<file path="config.mk">
export PLATFORM = sky130hd
export DESIGN_NAME = bin_bbox_overlay_flat
export DESIGN_NICKNAME = d
export VERILOG_FILES = /design/src/rtl/bin_bbox_overlay_if.sv /design/src/rtl/bin_bbox_overlay.sv /design/src/flat_wrapper.sv
export SDC_FILE = /design/constraint.sdc
export NUM_CORES = 1
export LEC_CHECK = 0
export ABC_AREA = 1
export CORE_MARGIN = 2
export CORE_UTILIZATION = 55
export DETAILED_ROUTE_END_ITERATION = 8
export PLACE_DENSITY = 0.77
export SLEW_MARGIN = 40
export SYNTH_ARGS = -nofsm -noshare
export SYNTH_HDL_FRONTEND = slang
export SYNTH_SLANG_ARGS = --single-unit
</file>
<file path="constraint.sdc">
create_clock -name clk -period 4.4 [get_ports clk]
set_input_delay 1.32 -clock clk [delete_from_list [all_inputs] [get_ports clk]]
set_output_delay 1.32 -clock clk [all_outputs]
set_load 0.01 [all_outputs]
</file>
<file path="src/rtl/bin_bbox_overlay_if.sv">
// Stream bundle for the bounding-box overlay block: the cleaned binary
// stream coming in, the overlaid stream and committed box going out.
interface bin_bbox_overlay_if;
  logic        bina_hsync;
  logic        bina_vsync;
  logic [7:0]  bina_data;
  logic        bina_de;

  logic        box_hsync;
  logic        box_vsync;
  logic [7:0]  box_data;
  logic        box_de;
  logic        box_valid;
  logic [9:0]  box_xmin;
  logic [9:0]  box_xmax;
  logic [9:0]  box_ymin;
  logic [9:0]  box_ymax;
  logic [18:0] box_count;

  // Source side: drives the binary stream, observes the overlay results.
  modport master (
    output bina_hsync, bina_vsync, bina_data, bina_de,
    input  box_hsync, box_vsync, box_data, box_de, box_valid,
    input  box_xmin, box_xmax, box_ymin, box_ymax, box_count
  );

  // Block side: consumes the binary stream, produces the overlay results.
  modport slave (
    input  bina_hsync, bina_vsync, bina_data, bina_de,
    output box_hsync, box_vsync, box_data, box_de, box_valid,
    output box_xmin, box_xmax, box_ymin, box_ymax, box_count
  );
endinterface

</file>
<file path="src/rtl/bin_bbox_overlay.sv">
// Measures the bounding box and pixel count of the foreground in each
// binary frame, commits it at the next vsync, and draws the committed
// rectangle onto the following frame's pass-through stream.
module bin_bbox_overlay #(
  parameter int         H_DISP     = 640,
  parameter int         V_DISP     = 480,
  parameter logic [7:0] FG_VALUE   = 8'd255,
  parameter logic [7:0] BOX_VALUE  = 8'd128,
  parameter int         MIN_PIXELS = 16
) (
  input logic               clk,
  input logic               rst,
  bin_bbox_overlay_if.slave io
);

  localparam logic [9:0]  X_LAST  = 10'(H_DISP - 1);
  localparam logic [9:0]  Y_LAST  = 10'(V_DISP - 1);
  localparam logic [18:0] CNT_MAX = '1;
  localparam logic [18:0] MIN_CNT = 19'(MIN_PIXELS);

  typedef enum logic [1:0] {
    WAIT_FRAME,
    ACTIVE,
    COMMIT
  } state_t;

  state_t      state_q, state_d;

  logic        hsync_q, vsync_q, de_q;
  logic [7:0]  data_q, data_d;

  logic [9:0]  xPos_q, xPos_d;
  logic [9:0]  yPos_q, yPos_d;

  logic [9:0]  accXmin_q, accXmin_d;
  logic [9:0]  accXmax_q, accXmax_d;
  logic [9:0]  accYmin_q, accYmin_d;
  logic [9:0]  accYmax_q, accYmax_d;
  logic [18:0] accCnt_q, accCnt_d;

  logic        boxValid_q, boxValid_d;
  logic [9:0]  boxXmin_q, boxXmin_d;
  logic [9:0]  boxXmax_q, boxXmax_d;
  logic [9:0]  boxYmin_q, boxYmin_d;
  logic [9:0]  boxYmax_q, boxYmax_d;
  logic [18:0] boxCount_q, boxCount_d;

  logic        vsyncRise;
  logic        deFall;
  logic        fgHit;
  logic        onCol;
  logic        onRow;

  // The delayed sync/de registers double as the previous-cycle samples for edge detection.
  assign vsyncRise = io.bina_vsync & ~vsync_q;
  assign deFall    = ~io.bina_de & de_q;
  assign fgHit     = io.bina_de && (io.bina_data == FG_VALUE);

  // Pixel coordinates of the current input sample, saturating so oversize timing never wraps.
  always_comb begin
    xPos_d = '0;
    yPos_d = yPos_q;
    if (io.bina_de) begin
      xPos_d = (xPos_q == X_LAST) ? xPos_q : xPos_q + 10'd1;
    end
    if (vsyncRise) begin
      yPos_d = '0;
    end else if (deFall && (yPos_q != Y_LAST)) begin
      yPos_d = yPos_q + 10'd1;
    end
  end

  // Frame state machine: accumulate the box during a frame, commit it for one cycle at vsync.
  always_comb begin
    state_d    = state_q;
    accXmin_d  = accXmin_q;
    accXmax_d  = accXmax_q;
    accYmin_d  = accYmin_q;
    accYmax_d  = accYmax_q;
    accCnt_d   = accCnt_q;
    boxValid_d = boxValid_q;
    boxXmin_d  = boxXmin_q;
    boxXmax_d  = boxXmax_q;
    boxYmin_d  = boxYmin_q;
    boxYmax_d  = boxYmax_q;
    boxCount_d = boxCount_q;
    case (state_q)
      WAIT_FRAME: begin
        if (vsyncRise) begin
          state_d   = ACTIVE;
          accXmin_d = X_LAST;
          accXmax_d = '0;
          accYmin_d = Y_LAST;
          accYmax_d = '0;
          accCnt_d  = '0;
        end
      end
      ACTIVE: begin
        if (vsyncRise) begin
          state_d = COMMIT;
        end else if (fgHit) begin
          accXmin_d = (xPos_q < accXmin_q) ? xPos_q : accXmin_q;
          accXmax_d = (xPos_q > accXmax_q) ? xPos_q : accXmax_q;
          accYmin_d = (yPos_q < accYmin_q) ? yPos_q : accYmin_q;
          accYmax_d = (yPos_q > accYmax_q) ? yPos_q : accYmax_q;
          accCnt_d  = (accCnt_q == CNT_MAX) ? accCnt_q : accCnt_q + 19'd1;
        end
      end
      COMMIT: begin
        boxValid_d = (accCnt_q >= MIN_CNT);
        boxXmin_d  = accXmin_q;
        boxXmax_d  = accXmax_q;
        boxYmin_d  = accYmin_q;
        boxYmax_d  = accYmax_q;
        boxCount_d = accCnt_q;
        accXmin_d  = X_LAST;
        accXmax_d  = '0;
        accYmin_d  = Y_LAST;
        accYmax_d  = '0;
        accCnt_d   = '0;
        state_d    = vsyncRise ? COMMIT : ACTIVE;
      end
      default: begin
        state_d = WAIT_FRAME;
      end
    endcase
  end

  // Overlay the previously committed rectangle perimeter onto the pass-through pixel.
  always_comb begin
    onCol  = ((xPos_q == boxXmin_q) || (xPos_q == boxXmax_q)) &&
             (yPos_q >= boxYmin_q) && (yPos_q <= boxYmax_q);
    onRow  = ((yPos_q == boxYmin_q) || (yPos_q == boxYmax_q)) &&
             (xPos_q >= boxXmin_q) && (xPos_q <= boxXmax_q);
    data_d = '0;
    if (io.bina_de) begin
      data_d = (boxValid_q && (onCol || onRow)) ? BOX_VALUE : io.bina_data;
    end
  end

  // All state and outputs register here; reset discards any partial frame.
  always_ff @(posedge clk) begin
    if (rst) begin
      state_q    <= WAIT_FRAME;
      hsync_q    <= 1'b0;
      vsync_q    <= 1'b0;
      de_q       <= 1'b0;
      data_q     <= '0;
      xPos_q     <= '0;
      yPos_q     <= '0;
      accXmin_q  <= X_LAST;
      accXmax_q  <= '0;
      accYmin_q  <= Y_LAST;
      accYmax_q  <= '0;
      accCnt_q   <= '0;
      boxValid_q <= 1'b0;
      boxXmin_q  <= '0;
      boxXmax_q  <= '0;
      boxYmin_q  <= '0;
      boxYmax_q  <= '0;
      boxCount_q <= '0;
    end else begin
      state_q    <= state_d;
      hsync_q    <= io.bina_hsync;
      vsync_q    <= io.bina_vsync;
      de_q       <= io.bina_de;
      data_q     <= data_d;
      xPos_q     <= xPos_d;
      yPos_q     <= yPos_d;
      accXmin_q  <= accXmin_d;
      accXmax_q  <= accXmax_d;
      accYmin_q  <= accYmin_d;
      accYmax_q  <= accYmax_d;
      accCnt_q   <= accCnt_d;
      boxValid_q <= boxValid_d;
      boxXmin_q  <= boxXmin_d;
      boxXmax_q  <= boxXmax_d;
      boxYmin_q  <= boxYmin_d;
      boxYmax_q  <= boxYmax_d;
      boxCount_q <= boxCount_d;
    end
  end

  assign io.box_hsync = hsync_q;
  assign io.box_vsync = vsync_q;
  assign io.box_de    = de_q;
  assign io.box_data  = data_q;
  assign io.box_valid = boxValid_q;
  assign io.box_xmin  = boxXmin_q;
  assign io.box_xmax  = boxXmax_q;
  assign io.box_ymin  = boxYmin_q;
  assign io.box_ymax  = boxYmax_q;
  assign io.box_count = boxCount_q;

endmodule

</file>
<file path="src/flat_wrapper.sv">
// flat-port wrapper written by rule: the top's interface ports become plain ports
module bin_bbox_overlay_flat 
#(
  parameter int         H_DISP     = 640,
  parameter int         V_DISP     = 480,
  parameter logic [7:0] FG_VALUE   = 8'd255,
  parameter logic [7:0] BOX_VALUE  = 8'd128,
  parameter int         MIN_PIXELS = 16
)
  (clk, rst, io_bina_hsync, io_bina_vsync, io_bina_data, io_bina_de, io_box_hsync, io_box_vsync, io_box_data, io_box_de, io_box_valid, io_box_xmin, io_box_xmax, io_box_ymin, io_box_ymax, io_box_count);
  bin_bbox_overlay_if io_i ();
  input logic clk;
  input logic rst;
  input wire logic [$bits(io_i.bina_hsync)-1:0] io_bina_hsync;
  input wire logic [$bits(io_i.bina_vsync)-1:0] io_bina_vsync;
  input wire logic [$bits(io_i.bina_data)-1:0] io_bina_data;
  input wire logic [$bits(io_i.bina_de)-1:0] io_bina_de;
  output wire logic [$bits(io_i.box_hsync)-1:0] io_box_hsync;
  output wire logic [$bits(io_i.box_vsync)-1:0] io_box_vsync;
  output wire logic [$bits(io_i.box_data)-1:0] io_box_data;
  output wire logic [$bits(io_i.box_de)-1:0] io_box_de;
  output wire logic [$bits(io_i.box_valid)-1:0] io_box_valid;
  output wire logic [$bits(io_i.box_xmin)-1:0] io_box_xmin;
  output wire logic [$bits(io_i.box_xmax)-1:0] io_box_xmax;
  output wire logic [$bits(io_i.box_ymin)-1:0] io_box_ymin;
  output wire logic [$bits(io_i.box_ymax)-1:0] io_box_ymax;
  output wire logic [$bits(io_i.box_count)-1:0] io_box_count;
  assign io_i.bina_hsync = io_bina_hsync;
  assign io_i.bina_vsync = io_bina_vsync;
  assign io_i.bina_data = io_bina_data;
  assign io_i.bina_de = io_bina_de;
  assign io_box_hsync = io_i.box_hsync;
  assign io_box_vsync = io_i.box_vsync;
  assign io_box_data = io_i.box_data;
  assign io_box_de = io_i.box_de;
  assign io_box_valid = io_i.box_valid;
  assign io_box_xmin = io_i.box_xmin;
  assign io_box_xmax = io_i.box_xmax;
  assign io_box_ymin = io_i.box_ymin;
  assign io_box_ymax = io_i.box_ymax;
  assign io_box_count = io_i.box_count;
  bin_bbox_overlay #(.H_DISP(H_DISP), .V_DISP(V_DISP), .FG_VALUE(FG_VALUE), .BOX_VALUE(BOX_VALUE), .MIN_PIXELS(MIN_PIXELS)) u_core (.clk(clk), .rst(rst), .io(io_i));
endmodule
</file>
* Yosys cells after proc, flatten, opt, wreduce, memory -nomap -nowiden
Cells that the tools add are included.
** Storage, ports and cells
- Bits in registers :: 152
- Bits in latches :: 0
- RAM bits :: 0
- Bits in read-only memories :: 0
- Bits of input ports :: 13
- Output and inout port bits :: 71
- Word-level logic and storage cells :: 104
- Memories kept :: 0
** Cells by class
- Add/sub/neg operators :: 3
- $mul :: 0
- Div/mod/pow operators :: 0
- Order comparisons :: 9
- Eq/ne operators :: 19
- Shifts and indexed selects :: 0
- Muxes and demuxes :: 29
- Bitwise operators :: 4
- Reduce and logical (&&, ||, !) cells :: 21
** Operator list (count)
- 10-bit two-way mux :: 15
- 10-bit one-hot mux with 3 select lines :: 4
- 19-bit two-way mux :: 4
- 19-bit one-hot mux with 3 select lines :: 1
- 10-bit == test :: 4
- 5-bit AND reduction :: 5
- 10-bit by 1-bit adder with 10-bit output, second input constant :: 2
- 10-bit >= comparator :: 2
- 10-bit > comparator :: 2
- 10-bit less-or-equal comparator :: 2
- 10-bit less-than comparator :: 2
- 19-bit by 1-bit adder with 19-bit output, second input constant :: 1
- 19-bit == test, second input constant :: 1
- 19-bit by 5-bit >= comparator with 1-bit output, second input constant :: 1
- 2-bit by 1-bit != test with 1-bit output, second input constant :: 7
- 10-bit == test, second input constant :: 1
- 10-bit by 9-bit != test with 1-bit output, second input constant :: 1
- 8-bit == test, second input constant :: 1
- 8-bit two-way mux :: 1
- 1-bit logical AND :: 7
- 2-bit two-way mux :: 3
- 2-bit one-hot mux with 3 select lines :: 1
- 2-bit != test, second input constant :: 2
- 2-bit OR reduction :: 2
- 9 further kinds :: 13

* Longest topological paths before layout
- Depth after elaboration :: 7
- Gate-level depth with buffers :: 14
- Gate-level depth less buffers :: 14

* Least setup slack after synthesis
No wires, ideal clock.
- Kind :: input -> register
- From :: input port io_bina_data[0]
- To :: register u_core.accXmin_q[0]
- Library setup time :: 0.064 ns
- Data arrival time :: 2.458 ns
- Data required time :: 4.336 ns
- Slack :: 1.878 ns
- Stages :: 8
- Buffers on the path :: 2
- Cell sequence :: inv_1 nor3_1 nand3_1 a21oi_4 buf_2 buf_2 nand3_1 nand3_1
** Between the ends
- Cells in the longest elaborated chain, start to end :: 4
** RTL lines
- start: declaration :: line flat_wrapper.sv:16 : input wire logic [$bits(io_i.bina_data)-1:0] io_bina_data;
- 8-bit == test :: line bin_bbox_overlay.sv:57 : assign fgHit = io.bina_de && (io.bina_data == FG_VALUE);
- 1-bit logical AND :: line bin_bbox_overlay.sv:57
- 2-bit by 1-bit != test with 1-bit output (no source line)
- 5-bit AND reduction (no source line)
- end signal: assignment :: line bin_bbox_overlay.sv:170 : accXmin_q <= accXmin_d;
- end: declaration :: line bin_bbox_overlay.sv:35 : logic [9:0] accXmin_q, accXmin_d;
Every way passes these cells.
A chain may end at the register's enable or synchronous reset.

* Worst setup path after layout
- From :: input port io_bina_data[0]
- To :: register u_core.accXmax_q[7]
** Between the ends
- Cells in the longest elaborated chain, start to end :: 4
** RTL lines
- 8-bit == test :: line bin_bbox_overlay.sv:57
- 1-bit logical AND :: line bin_bbox_overlay.sv:57
- 2-bit by 1-bit != test with 1-bit output (no source line)
- 5-bit AND reduction (no source line)
- end signal: assignment :: line bin_bbox_overlay.sv:171 : accXmax_q <= accXmax_d;
- end: declaration :: line bin_bbox_overlay.sv:36 : logic [9:0] accXmax_q, accXmax_d;
Every way passes these cells.

==> results by group <==
Worst setup path
  • WS Path Type: in2reg
  • Crit path buf inv count: 3
  • Critical path endpoint category: flip-flop
  • Critical path launch point type: input pin
  • Top delay family on crit path: simple AND/OR/NAND/NOR gates
  • Crit-path cells: clkdlybuf4s50_1 -> inv_1 -> nor3_1 -> nand3_1 -> a21oi_4 -> buf_12 -> nand3_1 -> nand2_1 -> nor2_1 -> nor2_1
  • Reg2reg setup slack: ~1700 ps
  • Crit path DAT: ~3400 ps
  • Required @ worst endpoint: approximately 4800 ps
  • Critical R2R Launch: u_core.state_q[0]
  • CP max stage delay: around 450 ps
  • Slowest CP cell: clkdlybuf4s50_1
  • Crit path max fanout: 38
  • Worst r2r dst: u_core.accXmin_q[4]
  • FF-to-FF path depth: 6

Routing
  • Overall via count from detail_route: slightly below 8000
  • Wire per inst: 14.63 um
  • M1 WL: a little under 10 mm
  • Highest Signal Layer: met4
  • # DRC: 0
  • Detailed Route WL: between 20 and 25 mm
  • DR pass1 iterations: 6
  • Starting DRC count in detailed routing: 529
  • WL met3: around 1.1 mm
  • Routed Antenna Nets: 0
  • Drt via density: between 5 and 6
  • Routed met2 length: 10.12 mm

STA
  • Max Clock Freq: roughly 330 MHz
  • Worst-margin pin slew: 746.6 ps
  • Setup_tns: 0 ps
  • Tmin final: approximately 3000 ps
  • Fin. max-slew vios: 0
  • Count of final hold-check violations: 0
  • RSZ-0062 raised after global routing: no
  • Final Cycle Share: 0.6805
  • Setup violations, final: 0
  • Setup Skew: around 7.9 ps
  • Rel. slew slack: 0.5011

Final layout
  • Area delta synth->final: 18.04%
  • Share of cells above drive strength 1: 0.05831
  • Final Non-Filler Cells: about 1500
  • Final instance area: 9930 um^2
  • Antenna diodes: 0
  • # nets final: approximately 1400

CTS
  • Post-CTS Resized: 0
  • CTS root buf: clkbuf_16
  • H-tree depth: 4
  • Hold-fix buffers, CTS: 0
  • # clock sinks: between 150 and 200
  • CTS clk-pin slew, worst paths: ~60 ps
  • Setup bufs post-CTS: 0
  • Worst skew pair latency: approximately 430 ps
  • Num CTS Buffers: 17
  • TritonCTS clock tree: built
  • Max clock buf depth: 2

Power
  • Peak VDD IR: between 0.3 and 0.4 mV
  • Internal cell power: ~2.5 mW
  • Comb pwr share: 0.177
  • Flop pwr share: 0.428
  • Clk pwr share: 0.394
  • Leak Pwr: about 4.4 nW
  • Switching power total: ~1.1 mW
  • Switching Share: 0.2982
  • Power Density: about 360 nW/um^2

Synthesis
  • Largest cells by area after synthesis: dfxtp_1, ha_1, nand2_1
  • Post-synth EDFFs: 0
  • Synth async-reset ratio: 0
  • Synth area leader: dfxtp_1
  • Post-synthesis instance area: about 8400 um^2
  • Count leader, synth: nand2_1
  • Syn_nets: around 1300
  • Commonest cells in the netlist: nand2_1, inv_1, dfxtp_1, nor2_1, a21oi_1
  • Yosys top cell area share: 0.3617
  • Mean Syn Cell Area: slightly above 7 um^2
  • Top_reg_cell synth: dfxtp_1
  • Synth unique cells: 38
  • Register area share after synthesis: 0.3617
  • Yosys warns: 0
  • Post-synthesis cell count: 1190
  • Synth Register Bits: roughly 150

Placed design
  • Placed Instance Area: about 9400 um^2
  • Dpl hpwl: roughly 15 mm
  • Port Buf Inserts: 83
  • Post-Place Cells: ~1400
  • Gp weighted congestion: roughly 0.95

GRT
  • First-pass GRT wire length: about 36 mm
  • Initial antenna violation count: 0
  • Vias in the first global route: ~7400
  • GRT Total Usage: 0.2708
  • Grt total ovfl: 0
  • Largest net degree at the start of global routing: 53

Worst hold path
  • Min-delay src: u_core.accYmin_q[6]
  • WHS Endpoint: u_core.accYmin_q[6]
  • Hold path cells: 2
  • Worst hold path type: reg2reg

Floorplan
  • Die width: 127.7 um
  • Die height: ~130 um
  • Starting Density: 0.5575
  • # rows: 45
  • Core Box Area: around 15000 um^2
  • Die area: between 15000 and 20000 um^2
  • Io pins: between 80 and 90

Run status
  • Outcome: completed

Job
  • Max-Cap Viols: 0
-- power by group through the flow --
stage	Sequential, mW	Combinational, mW	Clock, mW
finish	1.52	0.629	1.40
global route	1.53	0.717	1.49
global placement	1.55	0.608	0
CTS	1.52	0.627	1.42
detailed placement	1.55	0.621	0
floorplan	1.55	0.423	0
-- logic make-up (layout without fill, tap and decap cells) --
group / Yosys count / in the layout / share of synthesized area
AOI/OAI and AO/OA: 206 / 206 / 0.1348
xor gates and xnor gates: 14 / 14 / 0.01458
adders and majority gates: 82 / 82 / 0.1220
buffers and inverters: 203 / 282 / 0.09400
DFF: 152 / 152 / 0.3617
and+or+nand+nor: 533 / 533 / 0.2729
-- placed cells by master, fill, tap and decap left out, drive strengths merged --
cell           count
nand2            246
inv              160
dfxtp            152
nor2             150
a21oi            107
nand3             90
clkdlybuf4s50     83
ha                82
o21ai             78
nand4             19
nor3              19
clkbuf            19
xor2              13
buf                8
clkinv             7
o21a               5
o211ai             4
a21o               4
nor4               4
clkinvlp           4
o21bai             3
nand3b             3
a21boi             2
a211oi             2
or2                1
xnor2              1
o221ai             1
nor3b              1
bufinv             1
-- tightest hold or removal path, cell delays in order, from the launching register on --
cell and delay [ps]:
dfxtp_1 320, nand2_1 60, nand3_1 50
-- registers in the layout (all words and copies together) (netlist names), 2 cells and up --
register             cells
u_core.io.box_ymax      10
u_core.state_q           2
u_core.yPos_q           10
u_core.accXmax_q        10
u_core.io.box_data       8
u_core.io.box_xmin      10
u_core.io.box_xmax      10
u_core.accYmax_q        10
u_core.io.box_ymin      10
u_core.accCnt_q         19
u_core.io.box_count     19
u_core.accXmin_q        10
u_core.xPos_q           10
u_core.accYmin_q        10
-- per-layer routing --
metal	up-vias	global-route usage
met5	-	0
met4	0	0.09502
met3	32	0.06135
met2	184	0.4442
met1	3631	0.3523
li1	4003	-
-- cell type report --
class | instances | area, um^2
Fill cell | 1341 | 5160
Multi-Input combinational cell | 835 | 4586
Sequential cell | 152 | 3043
Timing Repair Buffer | 91 | 903.4
Inverter | 159 | 596.8
Clock buffer | 19 | 442.9
Tap cell | 188 | 235.2
Clock inverter | 13 | 122.6
-- how the worst max path moves through the flow --
| stage | startpoint | end | slack, ps | cells past startpoint |
|---|---|---|---|---|
| after CTS | io_bina_data[0] | u_core.accXmax_q[7] | 1420 | 10 |
| after global placement | io_bina_data[0] | u_core.accCnt_q[18] | 1070 | 9 |
| after floorplan | io_bina_data[0] | u_core.accXmin_q[0] | 1880 | 8 |
| after global routing | io_bina_data[0] | u_core.accXmax_q[7] | 1260 | 10 |
| after detailed placement | io_bina_data[0] | u_core.accXmax_q[7] | 990 | 10 |
| final | io_bina_data[0] | u_core.accXmax_q[7] | 1410 | 10 |
-- metrics by stage --
| stage | total power, mW | hold slack [ps] | utilization | setup slack, ps |
|---|---|---|---|---|
| final | 3.549 | 459.9 | 0.6580 | 1406 |
| after global routing | 3.732 | 487.0 | 0.6580 | 1263 |
| after global placement | 2.154 | 438.0 | 0.6206 | 1066 |
| after floorplan | 1.970 | 428.9 | - | 1878 |
| after detailed placement | 2.170 | 442.5 | 0.6206 | 990.8 |
| after CTS | 3.563 | 459.5 | 0.6580 | 1425 |
Note: power is estimated with default switching activity, not from simulation.
